## config.mk

```make
export PLATFORM = sky130hd
export DESIGN_NAME = uart_tx_stream_flat
export DESIGN_NICKNAME = d
export VERILOG_FILES = /design/src/rtl/uart_tx_stream_if.sv /design/src/rtl/uart_tx_stream.sv /design/src/flat_wrapper.sv
export SDC_FILE = /design/constraint.sdc
export NUM_CORES = 1
export LEC_CHECK = 0
export BUFFER_PORTS_ARGS = -buffer_cell sky130_fd_sc_hd__clkbuf_2
export CAP_MARGIN = 20
export CORE_MARGIN = 5
export CORE_UTILIZATION = 40
export CTS_BUF_LIST = sky130_fd_sc_hd__clkbuf_2 sky130_fd_sc_hd__clkbuf_4 sky130_fd_sc_hd__clkbuf_8
export CTS_CLUSTER_DIAMETER = 200
export CTS_CLUSTER_SIZE = 12
export DETAILED_ROUTE_END_ITERATION = 8
export SETUP_SLACK_MARGIN = 0.5
export SLEW_MARGIN = 0
export SYNTH_ARGS = -nofsm -noshare
export SYNTH_HDL_FRONTEND = slang
export SYNTH_SLANG_ARGS = --single-unit
```

## constraint.sdc

```tcl
create_clock -name clk -period 2.2 [get_ports clk]
set_input_delay 0.33 -clock clk [delete_from_list [all_inputs] [get_ports clk]]
set_output_delay 0.33 -clock clk [all_outputs]
set_load 0.02 [all_outputs]
```

## src/rtl/uart_tx_stream_if.sv

```systemverilog
// ---------------------------------------------------------------------------
// uart_tx_stream_if
//   Read-side handshake between the byte ring buffer and the UART transmitter.
//   master : the ring buffer (drives fifo_data / fifo_valid, receives fifo_pop)
//   slave  : the transmitter (samples fifo_data / fifo_valid, drives fifo_pop)
//   fifo_data   DATA_WIDTH  buffer out_data, registered by the buffer on the pop edge
//   fifo_valid  1           buffer non-empty
//   fifo_pop    1           buffer out_ready, one cycle per byte consumed
// ---------------------------------------------------------------------------
interface uart_tx_stream_if #(
  parameter int DATA_WIDTH = 8
);
  logic [DATA_WIDTH-1:0] fifo_data;
  logic                  fifo_valid;
  logic                  fifo_pop;

  modport master (output fifo_data, output fifo_valid, input fifo_pop);
  modport slave  (input fifo_data, input fifo_valid, output fifo_pop);
endinterface

```

## src/rtl/uart_tx_stream.sv

```systemverilog
// ---------------------------------------------------------------------------
// uart_tx_stream
//   UART transmitter draining a byte ring buffer. Each byte is popped, captured
//   one cycle later (the buffer registers its data on the pop edge) and sent as
//   start bit, DATA_WIDTH data bits LSB first, optional parity, 1-2 stop bits.
// Ports
//   clk      in   system clock, rising edge
//   rst_n    in   asynchronous active-low reset
//   fifo     if   slave side of the buffer handshake (data, valid, pop)
//   tx       out  serial line, idle high
//   busy     out  high in every state except IDLE
//   tx_done  out  one-cycle pulse on the last clock of the final stop bit
// ---------------------------------------------------------------------------
module uart_tx_stream #(
  parameter int DATA_WIDTH   = 8,
  parameter int CLKS_PER_BIT = 434,
  parameter int PARITY_EN    = 0,
  parameter int PARITY_ODD   = 0,
  parameter int STOP_BITS    = 1
) (
  input  logic            clk,
  input  logic            rst_n,
  uart_tx_stream_if.slave fifo,
  output logic            tx,
  output logic            busy,
  output logic            tx_done
);

  localparam int BAUD_W = $clog2(CLKS_PER_BIT);
  localparam int BIT_W  = $clog2(DATA_WIDTH + 1);

  localparam logic [BAUD_W-1:0] BAUD_LAST = BAUD_W'(CLKS_PER_BIT - 1);
  localparam logic [BAUD_W-1:0] BAUD_PRE  = BAUD_W'(CLKS_PER_BIT - 2);
  localparam logic [BIT_W-1:0]  DATA_LAST = BIT_W'(DATA_WIDTH - 1);
  localparam logic [BIT_W-1:0]  STOP_LAST = BIT_W'(STOP_BITS - 1);

  typedef enum logic [2:0] {
    IDLE, FETCH, LOAD, START, DATA, PARITY, STOP
  } state_e;

  state_e                state_q, state_d;
  logic [BAUD_W-1:0]     baud_q, baud_d;
  logic [BIT_W-1:0]      bit_q, bit_d;
  logic [DATA_WIDTH-1:0] shift_q, shift_d;
  logic                  parity_q, parity_d;
  logic                  tx_d, busy_d, done_d;
  logic                  baud_wrap;

  // Counter wrap marks the end of the current bit period.
  assign baud_wrap     = (baud_q == BAUD_LAST);
  // The only unregistered output: the pop must coincide with the FETCH cycle.
  assign fifo.fifo_pop = (state_q == FETCH);

  always_comb begin
    // NOTE: every signal gets a default here so no path leaves one unassigned,
    // which would otherwise infer a latch.
    state_d  = state_q;
    baud_d   = '0;
    bit_d    = bit_q;
    shift_d  = shift_q;
    parity_d = parity_q;
    tx_d     = tx;
    done_d   = 1'b0;

    unique case (state_q)
      IDLE: begin
        tx_d  = 1'b1;
        bit_d = '0;
        if (fifo.fifo_valid) state_d = FETCH;
      end

      // Sole consumer of the buffer, so valid is not re-checked after IDLE.
      FETCH: state_d = LOAD;

      LOAD: begin
        shift_d  = fifo.fifo_data;
        parity_d = (^fifo.fifo_data) ^ 1'(PARITY_ODD);
        tx_d     = 1'b0;
        bit_d    = '0;
        state_d  = START;
      end

      START: begin
        if (baud_wrap) begin
          tx_d    = shift_q[0];
          shift_d = shift_q >> 1;
          state_d = DATA;
        end else begin
          baud_d = baud_q + BAUD_W'(1);
        end
      end

      DATA: begin
        if (baud_wrap) begin
          if (bit_q == DATA_LAST) begin
            bit_d = '0;
            if (PARITY_EN != 0) begin
              tx_d    = parity_q;
              state_d = PARITY;
            end else begin
              tx_d    = 1'b1;
              state_d = STOP;
            end
          end else begin
            bit_d   = bit_q + BIT_W'(1);
            tx_d    = shift_q[0];
            shift_d = shift_q >> 1;
          end
        end else begin
          baud_d = baud_q + BAUD_W'(1);
        end
      end

      PARITY: begin
        if (baud_wrap) begin
          tx_d    = 1'b1;
          bit_d   = '0;
          state_d = STOP;
        end else begin
          baud_d = baud_q + BAUD_W'(1);
        end
      end

      STOP: begin
        tx_d = 1'b1;
        // tx_done is registered, so raise it one cycle ahead of the final stop clock.
        if (bit_q == STOP_LAST && baud_q == BAUD_PRE) done_d = 1'b1;
        if (baud_wrap) begin
          if (bit_q == STOP_LAST) begin
            bit_d   = '0;
            state_d = IDLE;
          end else begin
            bit_d = bit_q + BIT_W'(1);
          end
        end else begin
          baud_d = baud_q + BAUD_W'(1);
        end
      end

      default: state_d = IDLE;
    endcase

    busy_d = (state_d != IDLE);
  end

  // NOTE: sequential state uses non-blocking assignments so every register
  // samples pre-edge values regardless of statement order.
  always_ff @(posedge clk or negedge rst_n) begin
    if (!rst_n) begin
      state_q  <= IDLE;
      baud_q   <= '0;
      bit_q    <= '0;
      shift_q  <= '0;
      parity_q <= 1'b0;
      tx       <= 1'b1;
      busy     <= 1'b0;
      tx_done  <= 1'b0;
    end else begin
      state_q  <= state_d;
      baud_q   <= baud_d;
      bit_q    <= bit_d;
      shift_q  <= shift_d;
      parity_q <= parity_d;
      tx       <= tx_d;
      busy     <= busy_d;
      tx_done  <= done_d;
    end
  end

endmodule

```

## src/flat_wrapper.sv

```systemverilog
// flat-port wrapper written by rule: the top's interface ports become plain ports
module uart_tx_stream_flat 
#(
  parameter int DATA_WIDTH   = 8,
  parameter int CLKS_PER_BIT = 434,
  parameter int PARITY_EN    = 0,
  parameter int PARITY_ODD   = 0,
  parameter int STOP_BITS    = 1
)
  (clk, rst_n, tx, busy, tx_done, fifo_fifo_data, fifo_fifo_valid, fifo_fifo_pop);
  uart_tx_stream_if #(.DATA_WIDTH(DATA_WIDTH)) fifo_i ();
  input  logic clk;
  input  logic rst_n;
  output logic tx;
  output logic busy;
  output logic tx_done;
  input wire logic [$bits(fifo_i.fifo_data)-1:0] fifo_fifo_data;
  input wire logic [$bits(fifo_i.fifo_valid)-1:0] fifo_fifo_valid;
  output wire logic [$bits(fifo_i.fifo_pop)-1:0] fifo_fifo_pop;
  assign fifo_i.fifo_data = fifo_fifo_data;
  assign fifo_i.fifo_valid = fifo_fifo_valid;
  assign fifo_fifo_pop = fifo_i.fifo_pop;
  uart_tx_stream #(.DATA_WIDTH(DATA_WIDTH), .CLKS_PER_BIT(CLKS_PER_BIT), .PARITY_EN(PARITY_EN), .PARITY_ODD(PARITY_ODD), .STOP_BITS(STOP_BITS)) u_core (.clk(clk), .rst_n(rst_n), .fifo(fifo_i), .tx(tx), .busy(busy), .tx_done(tx_done));
endmodule
```

# Word level (Yosys, flattened, before mapping)
# Cells that the tools add are included.
# classes
muxes	27
reduce_logical	13
n_eq_ne	14
addsub	2
# op_table
op	count
8-bit two-way mux	3
8-bit case mux with 3 select lines	1
3-bit two-way mux	7
3-bit case mux with 7 select lines	1
4-bit two-way mux	5
9-bit equality test (second input constant)	2
9-bit two-way mux	2
4-bit case mux with 4 select lines	1
4-bit AND reduction	3
9-bit by 1-bit adder with 9-bit output (second input constant)	1
3-bit equality test (second input constant)	3
2-bit by 1-bit inequality test with 1-bit output (second input constant)	4
3-bit by 2-bit equality test with 1-bit output (second input constant)	2
1-bit two-way mux	6
3-bit nonzero test	2
1-bit case mux with 5 select lines	1
5-bit nonzero test	1
4-bit by 1-bit adder with 4-bit output (second input constant)	1
4-bit by 3-bit equality test with 1-bit output (second input constant)	1
4-bit logical NOT	1
4-bit nonzero test	1
2-bit OR reduction	2
4-bit OR reduction	1
3-bit by 1-bit equality test with 1-bit output (second input constant)	1
other kinds (3)	3
# word_totals
output_inout_bits	4
ff_bits	27
in_bits	11

# Depth between registers and ports, before layout
# Gate-level depths: netlist (run 1).
# logic_depth
word_depth	5
ltp_mapped	7
mapped_depth_nobuf	6

# Worst setup path after synthesis (run 1)
# No wires, ideal clock.
# synth_timing
path_kind	flip-flop to flip-flop
from	reg u_core.state_q[1]
to	reg u_core.shift_q[0]
t_required_ps	2075
slack_ps	470
stages_incl_launch_ff	7
period_less_slack_ps	1730
t_arrival_ps	1605
setup_ps	125
cell_sequence	dfrtp_1 > buf_6 > or3b_1 > a211oi_2 > o21a_2 > buf_8 > mux2_4
# synth_between
elab_chain_cells	3
word_cells_on_any_way	9
# synth_lines
element	line_no	text
start, declared	uart_tx_stream.sv:41	state_e state_q, state_d;
start signal, assigned	uart_tx_stream.sv:159	state_q <= state_d;
3-bit equality test or 3-bit by 2-bit equality test with 1-bit output (tied branches)	uart_tx_stream.sv:65	unique case (state_q)
2-bit inequality test (no source line) (tied with other cells)	-	
4-bit AND reduction (no source line)	-	
end signal, assigned	uart_tx_stream.sv:162	shift_q <= shift_d;
end, declared	uart_tx_stream.sv:44	logic [DATA_WIDTH-1:0] shift_q, shift_d;
# Parallel ways exist; a longest one is shown, timed or not.
# A chain may end at the register's enable or synchronous reset.

# Final worst setup path (run 1)
# layout_timing
from	reg u_core.state_q[0]
to	reg u_core.shift_q[0]
# Same word-level chain as after synthesis.

==> impl_metrics.json, run 1 <==
{
  "wl_microns": 4255,
  "fmax_ghz": 0.5918,
  "syn_nets": 208,
  "drive_gt1_share_pct": 31.82,
  "regArea_sq_um": 678.2,
  "synth_warnings": 0,
  "placedInstanceArea_sq_um": 1942,
  "tightest_slew_ns": 0.7046,
  "syn_area_per_cell_sq_um": 9.423,
  "max_slew_margin_pct": 53.03,
  "grt.overflow.total": 0,
  "yosys.area_share.adder_pct": 3.458,
  "finalInstanceArea_sq_um": 2166,
  "synth-xor-area-share_pct": 3.873,
  "synth-simple-area-share_pct": 25.86,
  "synth-compound-area-share_pct": 17.36,
  "synth_edf_count": 0,
  "synthTopCellsByArea": "dfrtp_1 36%, mux2_4 5.8%, nor2_1 3.9%, ha_1 3.5%, nand2b_1 3.1%",
  "synth_cells": 192,
  "area_growth_pct": 19.71,
  "coreArea_sq_um": 4384,
  "antenna_cells": 0,
  "grt_pass1_wl_microns": 6886,
  "dp_slack_ns": 0.3480,
  "rsz0062_at_grt": "true",
  "cts.sinks": 27,
  "synth_top_family_by_area": "simple AND/OR/NAND/NOR gates",
  "r2r-end": "u_core.shift_q[0]",
  "finalCriticalPeriod_ns": 1.690,
  "cts_tree": "yes",
  "path_clk_slew_ns": 0.10,
  "reg2reg_from": "u_core.state_q[0]",
  "gp_congestion": 0.8055,
  "hold_path.class": "input port to asynchronous set/reset pin",
  "root_buffer": "clkbuf_8",
  "status": "finished, final reports clean",
  "clockBufferDepth": 2,
  "dp_cells": 255,
  "dieArea_sq_um": 5968,
  "rows": 24,
  "synthFlopType": "dfrtp_1",
  "async_flop_share_pct": 100.0,
  "die_x_microns": 77.26,
  "antenna_found_initial": 0,
  "first_iter_violations": 103,
  "insertion_delay_ns": 0.28,
  "drv_slew": 0,
  "endpoint_kind": "register",
  "die_h_microns": 77.26,
  "final_util_pct": 49.40,
  "endpoint": "u_core.shift_q[0]",
  "wl_per_cell_microns": 15.64,
  "numPortBuffers": 14,
  "setup_slack_ns": 0.5104,
  "ioPinCount": 15,
  "path_class": "register to register",
  "nNetsFinal": 237,
  "via_count": 1529,
  "synthTopCellsByCount": "26 x dfrtp_1, 19 x nor2_1, 10 x a21oi_1, 10 x nor3_1",
  "fin_cells": 272,
  "vias_per_cell": 5.621,
  "rr_worst_depth": 4,
  "first_pass_iters": 5,
  "r2r_setup_slack_ns": 0.51,
  "cp_max_fo": 8,
  "cp-startpoint": "u_core.state_q[0]",
  "finalSetupViolCount": 0,
  "period_share_pct": 76.80,
  "hold_viol_final": 0,
  "vdd_drop_max_uv": 264.5,
  "place_hpwl_microns": 2807,
  "multi_input_area_sq_um": 1111,
  "cts_buffers": 3,
  "startpoint_type": "register",
  "setup_tns_ns": 0,
  "power_density_nw_per_um2": 389.4,
  "maxCapViolations": 0,
  "ys_types": 55,
  "synth_area_sq_um": 1809,
  "fill_cells": 412,
  "drc_errors": 0,
  "start_util_pct": 41.27,
  "synth.most_common_cell": "dfrtp_1",
  "grt_max_degree": 29,
  "htree_num_levels": 1,
  "ys_ff_latch": 27,
  "synth_top_area_cell": "dfrtp_1",
  "arrival_ns": 1.86,
  "muxShareOfSynthArea_pct": 6.432,
  "finClkSkew_ns": 0.005075,
  "ant_nets": 0,
  "grt_pass1_vias": 1384,
  "critPathRequiredTime_ns": 2.37,
  "grt_usage_pct": 14.23,
  "power_leakage_nw": 0.9828,
  "yosysSeqAreaShare_pct": 37.41,
  "synth.top_cell.area_share_pct": 35.96
}
## cell usage in the layout (no fill, tap or decap), types with 2 or more instances in the layout
cell,count
a21oi_1,10
dfrtp_1,25
clkbuf_2,14
mux2_4,7
ha_1,2
and3_1,3
buf_4,20
or3_1,7
inv_1,7
o21ai_0,3
a211o_1,2
nor2_1,19
a211oi_1,7
or3b_1,2
clkbuf_8,3
o22ai_1,8
nand2b_1,9
ha_2,2
xor2_1,2
nand3b_1,2
nand3_1,5
nand2_1,8
nor3_1,8
xnor2_1,6
## metrics by stage
stage                     power [mW]  hold WS [ns]
after floorplan               0.5397       0.03441
after global placement        0.5646        0.3995
after detailed placement      0.5653        0.4089
after CTS                     0.8530        0.1012
after global routing          0.8910        0.1317
final                         0.8434       0.08161
## flip-flops by register name (all words and copies together), names as in the netlist
signal          flops
u_core.baud_q       9
u_core.shift_q      8
u_core.bit_q        4
u_core.state_q      3
u_core.busy         1
u_core.tx           1
u_core.tx_done      1
## where the power goes
group	internal, mW	switching, mW	total [mW]
registers	0.503	0.00599	0.509
clock network	0.127	0.161	0.288
logic	0.0235	0.0222	0.0457
total	0.654	0.189	0.843
## repair_timing
action / CTS / global route
setup buffers: 8 / 5
pin swaps: 5 / 1
gates resized for setup: 14 / 7
hold buffers: 0 / 0
setup endpoints to repair: 15 / 14
## how the worst min path moves through the flow
stage,startpoint,end,slack [ns],depth (start not counted)
after global routing,rst_n,u_core.baud_q[4],0.13,1
after CTS,rst_n,u_core.shift_q[2],0.10,1
after floorplan,rst_n,u_core.baud_q[0],0.03,0
after detailed placement,rst_n,u_core.baud_q[5],0.41,1
after global placement,rst_n,u_core.baud_q[5],0.40,1
final,rst_n,u_core.shift_q[2],0.08,1
## kinds of logic after synthesis
family,after synthesis
simple gates,79
fa+ha+maj,5
buf+inv,20
flops,27
mux,8
compound gates,45
xor+xnor,8
## layout make-up
cell class                      instances  area share (%)
Clock buffer                            3           1.906
Clock inverter                          1          0.2311
Inverter                                9           1.560
Multi-Input combinational cell        145           51.30
Sequential cell                        27           31.31
Tap cell                               52           3.004
Timing Repair Buffer                   35           10.69
## critical path: stages (launching register included)
cell      delay (ns)
dfrtp_2         0.43
or3b_1          0.39
a211oi_2        0.21
o21a_4          0.24
mux2_4          0.32
## metal layers
metal,track usage [%],share of wire [%],vias up
met5,0,0,-
met4,5.155,1.2,0
met3,2.108,3.9,4
met2,20.96,47,33
met1,20.92,48,739
li1,-,-,753
(Power assumes the default switching activity.)
==> run 2: changes to the inputs <==
- ABC_AREA: unset -> 1
- clock period: 2.2 -> 1.7 ns (I/O delays scaled with it)
==> run 2 against run 1 <==
  * The flow now finishes with violations (hold timing)
  * Power grew 26%
  * Die area shrank 6.5%
  * Register-to-register slack lost 0.31 ns
  * Critical endpoint is now u_core.shift_q[4]
  * Largest cell class unchanged
  * Highest routed layer unchanged
==> impl_metrics.json, run 2 <==
{
  "startpoint_type": "register",
  "gp_congestion": 0.7924,
  "rsz0062_at_grt": "true",
  "power.total_mw": 1.065,
  "via_count": 1575,
  "finClkSkew_ns": 0.001949,
  "r2r-end": "u_core.shift_q[4]",
  "hold_buffers": 0,
  "yosys.area_share.adder_pct": 3.734,
  "muxShareOfSynthArea_pct": 0,
  "synthTopCellsByArea": "dfrtp_1 39%, nand2_1 14%, nand3_1 10%, nor2_1 4.5%, ha_1 3.7%",
  "synth-xor-area-share_pct": 2.091,
  "root_buffer": "clkbuf_8",
  "setup_tns_ns": 0,
  "first_iter_violations": 97,
  "wl_microns": 4061,
  "drive_gt1_share_pct": 49.44,
  "grt.overflow.total": 0,
  "synth_top_family_by_area": "simple AND/OR/NAND/NOR gates",
  "dp_slack_ns": 0.1193,
  "synth.most_common_cell": "nand2_1",
  "endpoint_kind": "register",
  "die_h_microns": 74.72,
  "final_common_cell": "nand2_1",
  "grt_pass1_wl_microns": 6734,
  "arrival_ns": 1.67,
  "rr_worst_depth": 7,
  "top_regs": "u_core.baud_q x9, u_core.shift_q x8, u_core.bit_q x4",
  "synthTopCellsByCount": "61 x nand2_1, 34 x nand3_1, 26 x dfrtp_1, 20 x nor2_1, 16 x inv_1",
  "synth-simple-area-share_pct": 39.21,
  "area_growth_pct": 44.06,
  "cp_max_fo": 9,
  "antenna_cells": 0,
  "tightest_slew_ns": 0.6640,
  "grt_pass1_vias": 1543,
  "cts_buffers": 3,
  "ioPinCount": 15,
  "antenna_found_initial": 0,
  "path_class": "register to register",
  "fmax_ghz": 0.6666,
  "power_leakage_nw": 1.202,
  "async_flop_share_pct": 100.0,
  "place_hpwl_microns": 2510,
  "r2r_setup_slack_ns": 0.20,
  "finalSetupViolCount": 0,
  "holdWs_ns": -0.003742,
  "synth_cells": 216,
  "insertion_delay_ns": 0.27,
  "htree_num_levels": 1,
  "synth_warnings": 0,
  "coreArea_sq_um": 4029,
  "synth_area_sq_um": 1675,
  "synth.top_cell.area_share_pct": 38.83,
  "maxCapViolations": 0,
  "status": "finished with violations",
  "cts_tree": "yes",
  "grt_usage_pct": 15.56,
  "ys_ff_latch": 27,
  "syn_area_per_cell_sq_um": 7.756,
  "cts.sinks": 27,
  "power_density_nw_per_um2": 441.4,
  "largest_register_ffs": 9,
  "fill_cells": 365,
  "max_slew_margin_pct": 55.73,
  "violations": "hold timing",
  "ant_nets": 0,
  "hold_viol_final": 16,
  "top_register": "u_core.baud_q",
  "synth_top_area_cell": "dfrtp_1",
  "vdd_drop_max_uv": 553.1,
  "layout_common_cells": "49 x nand2_1, 29 x buf_4, 24 x dfrtp_1",
  "ys_types": 31,
  "syn_nets": 232,
  "clockBufferDepth": 2,
  "path_clk_slew_ns": 0.09,
  "critPathRequiredTime_ns": 1.87,
  "die_x_microns": 74.72,
  "drc_errors": 0,
  "synth_edf_count": 0,
  "hold_path.class": "input port to asynchronous set/reset pin",
  "rows": 23,
  "finalCriticalPeriod_ns": 1.500,
  "synth-compound-area-share_pct": 7.095,
  "dieArea_sq_um": 5582,
  "numPortBuffers": 14,
  "setup_slack_ns": 0.1998,
  "grt_max_degree": 28,
  "period_share_pct": 88.25,
  "reg2reg_from": "u_core.state_q[0]",
  "nNetsFinal": 284,
  "synthFlopType": "dfrtp_1",
  "wl_per_cell_microns": 12.81,
  "yosysSeqAreaShare_pct": 40.40,
  "vias_per_cell": 4.968,
  "start_util_pct": 41.58,
  "first_pass_iters": 4,
  "drv_slew": 0
}
==> run 2: worst max-delay path, stage by stage (launching register included) <==
cell        delay [ns]
dfrtp_1           0.45
inv_2             0.10
nand3_4           0.16
nand2_4           0.12
o21ai_4           0.24
clkinvlp_4        0.20
nand3_2           0.08
nand2_1           0.05
==> run 2: cell families (layout without fill, tap and decap cells) <==
family,Yosys count,after routing
and+or+nand+nor,135,135
buffers and inverters,29,80
DFF,27,27
AOI/OAI and AO/OA,16,16
adders and majority gates,5,5
xor gates and xnor gates,4,4
==> run 2: power breakdown <==
part	switching (mW)	total (mW)	internal, mW	leakage [nW]
registers	0.00700	0.658	0.651	0.314
logic	0.0256	0.0422	0.0167	0.863
clock network	0.200	0.365	0.164	0.0255
total	0.233	1.07	0.833	1.20
==> run 2: worst max-delay path by stage <==
stage / from / endpoint / slack (ns) / cells past startpoint
floorplan: u_core.baud_q[1] / u_core.shift_q[0] / 0.38 / 9
global placement: u_core.state_q[2] / u_core.shift_q[7] / 0.11 / 6
detailed placement: u_core.state_q[2] / u_core.shift_q[7] / 0.12 / 6
CTS: u_core.bit_q[0] / u_core.shift_q[4] / 0.27 / 10
global route: u_core.state_q[0] / u_core.shift_q[6] / 0.13 / 8
finish: u_core.state_q[0] / u_core.shift_q[4] / 0.20 / 7
==> run 2: area by class of cell <==
cell class | instances | area (sq um) | share of cell area (%)
timing repair inverter | 1 | 7.507 | 0.3110
clock inverter | 1 | 5.005 | 0.2074
inverter | 27 | 113.9 | 4.717
multi-input combinational | 160 | 1132 | 46.92
tap | 50 | 62.56 | 2.592
sequential | 27 | 679.4 | 28.15
timing repair buffer | 48 | 371.6 | 15.40
clock buffer | 3 | 41.29 | 1.711
==> run 2: per-layer routing <==
| layer | vias to the layer above | wire length (microns) | GRT usage (%) |
|---|---|---|---|
| met1 | 747 | 1612 | 18.42 |
| met2 | 23 | 2198 | 28.68 |
| li1 | 797 | - | - |
| met4 | 0 | 72 | 3.953 |
| met5 | - | 0 | 0 |
| met3 | 8 | 178 | 3.071 |
==> run 2: what timing repair did <==
| item | in CTS | in global routing |
|---|---|---|
| setup buffers | 24 | 10 |
| cloned | 1 | 0 |
| setup endpoints to repair | 29 | 29 |
| pin swaps | 18 | 17 |
| gates resized for setup | 49 | 24 |
==> run 2: per-stage QoR <==
stage	cell area (sq um)	utilization [%]	hold slack [ns]	instances
after floorplan	1690	-	-0.04059	216
after global placement	1804	44.78	0.3342	278
after detailed placement	1804	44.78	0.3325	278
after CTS	2246	55.75	0.03019	307
after global routing	2414	59.91	0.05439	317
final	2414	59.91	-0.003742	317
==> run 3: changes to the inputs <==
- HOLD_SLACK_MARGIN: unset -> 0.1
- MAX_ROUTING_LAYER: unset -> met4
==> run 3 against run 2 <==
  * The flow now finishes without violations
  * Die area stayed put
  * Register-to-register slack better by 0.04 ns
  * Clock skew barely moved
  * Critical path depth is 1 higher
  * Utilization up 0.75 points
  * Flip-flop and latch count unchanged
  * Sequential power barely moved
  * Combinational power grew 5.2%
  * Critical endpoint is now u_core.shift_q[6]
  * Highest routed layer unchanged
==> impl_metrics.json, run 3 (synthesis results as in run 2) <==
{
  "antenna_cells": 0,
  "numPortBuffers": 14,
  "start_util_pct": 41.58,
  "power_leakage_nw": 1.213,
  "cts.sinks": 27,
  "maxCapViolations": 0,
  "place_hpwl_microns": 2510,
  "rsz0062_at_grt": "true",
  "top_register": "u_core.baud_q",
  "dieArea_sq_um": 5582,
  "cp_slowest_cell": "dfrtp_2",
  "arrival_ns": 1.64,
  "ant_nets": 0,
  "p_sw_mw": 0.2344,
  "tightest_slew_ns": 0.6675,
  "intPower_mw": 0.8342,
  "p_seq_share_pct": 61.6,
  "max_slew_margin_pct": 55.50,
  "endpoint_kind": "register",
  "top_regs": "u_core.baud_q x9, u_core.shift_q x8, u_core.bit_q x4",
  "vdd_drop_max_uv": 547.6,
  "hold_viol_final": 0,
  "vias_per_cell": 4.969,
  "root_buffer": "clkbuf_8",
  "nNetsFinal": 285,
  "p_comb_share_pct": 4.2,
  "largest_register_ffs": 9,
  "coreArea_sq_um": 4029,
  "period_share_pct": 86.16,
  "finalCriticalPeriod_ns": 1.465,
  "layout_common_cells": "50 x nand2_1, 27 x buf_4, 23 x dfrtp_1",
  "die_h_microns": 74.72,
  "startpoint_type": "register",
  "path_class": "register to register",
  "via_count": 1580,
  "drc_errors": 0,
  "clkPwrFrac_pct": 34.2,
  "cts_buffers": 3,
  "fin_cells": 318,
  "insertion_delay_ns": 0.27,
  "hold_path.class": "input port to register",
  "finalSetupViolCount": 0,
  "grt_max_degree": 28,
  "final_common_cell": "nand2_1",
  "cp_max_fo": 10,
  "antenna_found_initial": 0,
  "wl_microns": 4178,
  "drive_gt1_share_pct": 48.88,
  "cts_tree": "yes",
  "power.total_mw": 1.069,
  "first_pass_iters": 4,
  "fmax_ghz": 0.6827,
  "area_growth_pct": 45.85,
  "grt.overflow.total": 0,
  "setup_tns_ns": 0,
  "first_iter_violations": 95,
  "die_x_microns": 74.72,
  "clockBufferDepth": 2,
  "critPathBufInv": 2,
  "path_clk_slew_ns": 0.09,
  "max_stage_delay_ns": 0.47,
  "drv_slew": 0,
  "critical-path-top-delay-family": "flip-flops",
  "grt_pass1_wl_microns": 6755,
  "gp_congestion": 0.8036,
  "grt_usage_pct": 16.07,
  "status": "finished, final reports clean",
  "ioPinCount": 15,
  "swShare_pct": 21.93,
  "critPathRequiredTime_ns": 1.88,
  "grt_pass1_vias": 1536,
  "rows": 23,
  "power_density_nw_per_um2": 437.3,
  "path_cells": "nand2_2 > inv_2 > nand2_8 > nand2_8 > o21ai_4 > clkinvlp_4 > nand3_2 > nand2_1",
  "finClkSkew_ns": 0.002308,
  "cp_common_cell": "nand2_8",
  "dp_cells": 278,
  "htree_num_levels": 1,
  "wl_per_cell_microns": 13.14
}
run 3: cell count changes in the layout (fill, tap and decap cells not counted), moves of 2 or more:
cell,delta
buf_6,+2
nor2_4,+2
inv_2,-4
inv_4,+2
buf_4,-2
inv_1,+2
run 3: what timing repair did:
action                                  CTS  global route
endpoints found under the setup margin   29            29
gates cloned                              1             0
pin swaps                                18            16
setup buffers                            24            10
hold buffers                              1             0
hold endpoints to repair                 26             0
gates resized for setup                  49            28
run 3: per-layer routing:
| layer | GRT usage, % | up-vias | wire length, microns | part of all wire [%] |
|---|---|---|---|---|
| li1 | - | 798 | - | - |
| met3 | 3.071 | 8 | 179 | 4.3 |
| met4 | 3.953 | 0 | 81 | 1.9 |
| met2 | 28.59 | 30 | 2230 | 53 |
| met5 | - | - | 0 | 0 |
| met1 | 18.59 | 744 | 1686 | 40 |
run 3: worst paths after layout:
kind	start	to	slack (ns)	cells past startpoint
worst max-delay path	u_core.state_q[0]	u_core.shift_q[6]	0.24	8
worst min-delay path	fifo_fifo_data[7]	u_core.shift_q[7]	0.30	5
worst max register to register	u_core.state_q[0]	u_core.shift_q[6]	0.24	8
worst min register to register	u_core.shift_q[3]	u_core.shift_q[3]	0.48	2
max in group asynchronous	rst_n	u_core.state_q[2]	0.69	2
min in group asynchronous	rst_n	u_core.shift_q[0]	0.53	2
run 3: worst reg2reg max path, stage by stage (launching register included):
cell,delay (ns)
dfrtp_2,0.47
nand2_2,0.09
inv_2,0.06
nand2_8,0.12
nand2_8,0.09
o21ai_4,0.21
clkinvlp_4,0.19
nand3_2,0.09
nand2_1,0.05
run 3: power by group through the flow:
stage / Combinational (mW) / Clock [mW] / Sequential (mW)
CTS: 0.0437 / 0.380 / 0.658
floorplan: 0.0150 / 0 / 0.668
global placement: 0.0415 / 0 / 0.670
global route: 0.0527 / 0.415 / 0.660
detailed placement: 0.0416 / 0 / 0.670
finish: 0.0444 / 0.366 / 0.658
run 3: cell type report:
type | instances | area [sq um]
clock buffers | 3 | 41.29
clock inverters | 1 | 5.005
fillers | 350 | 1585
inverters | 27 | 118.9
multi-input cells | 160 | 1139
flip-flops and latches | 27 | 680.7
well taps | 50 | 62.56
repair buffers | 49 | 389.1
repair inverters | 1 | 7.507
run 3: through the flow:
| stage | setup WS, ns | instance area [sq um] | utilization (%) | hold WS, ns |
|---|---|---|---|---|
| global placement | 0.1052 | 1804 | 44.78 | 0.3342 |
| CTS | 0.2682 | 2256 | 55.99 | 0.2969 |
| finish | 0.2352 | 2444 | 60.65 | 0.3050 |
| floorplan | 0.3821 | 1690 | - | -0.04059 |
| global route | 0.1248 | 2444 | 60.65 | 0.3090 |
| detailed placement | 0.1193 | 1804 | 44.78 | 0.3325 |
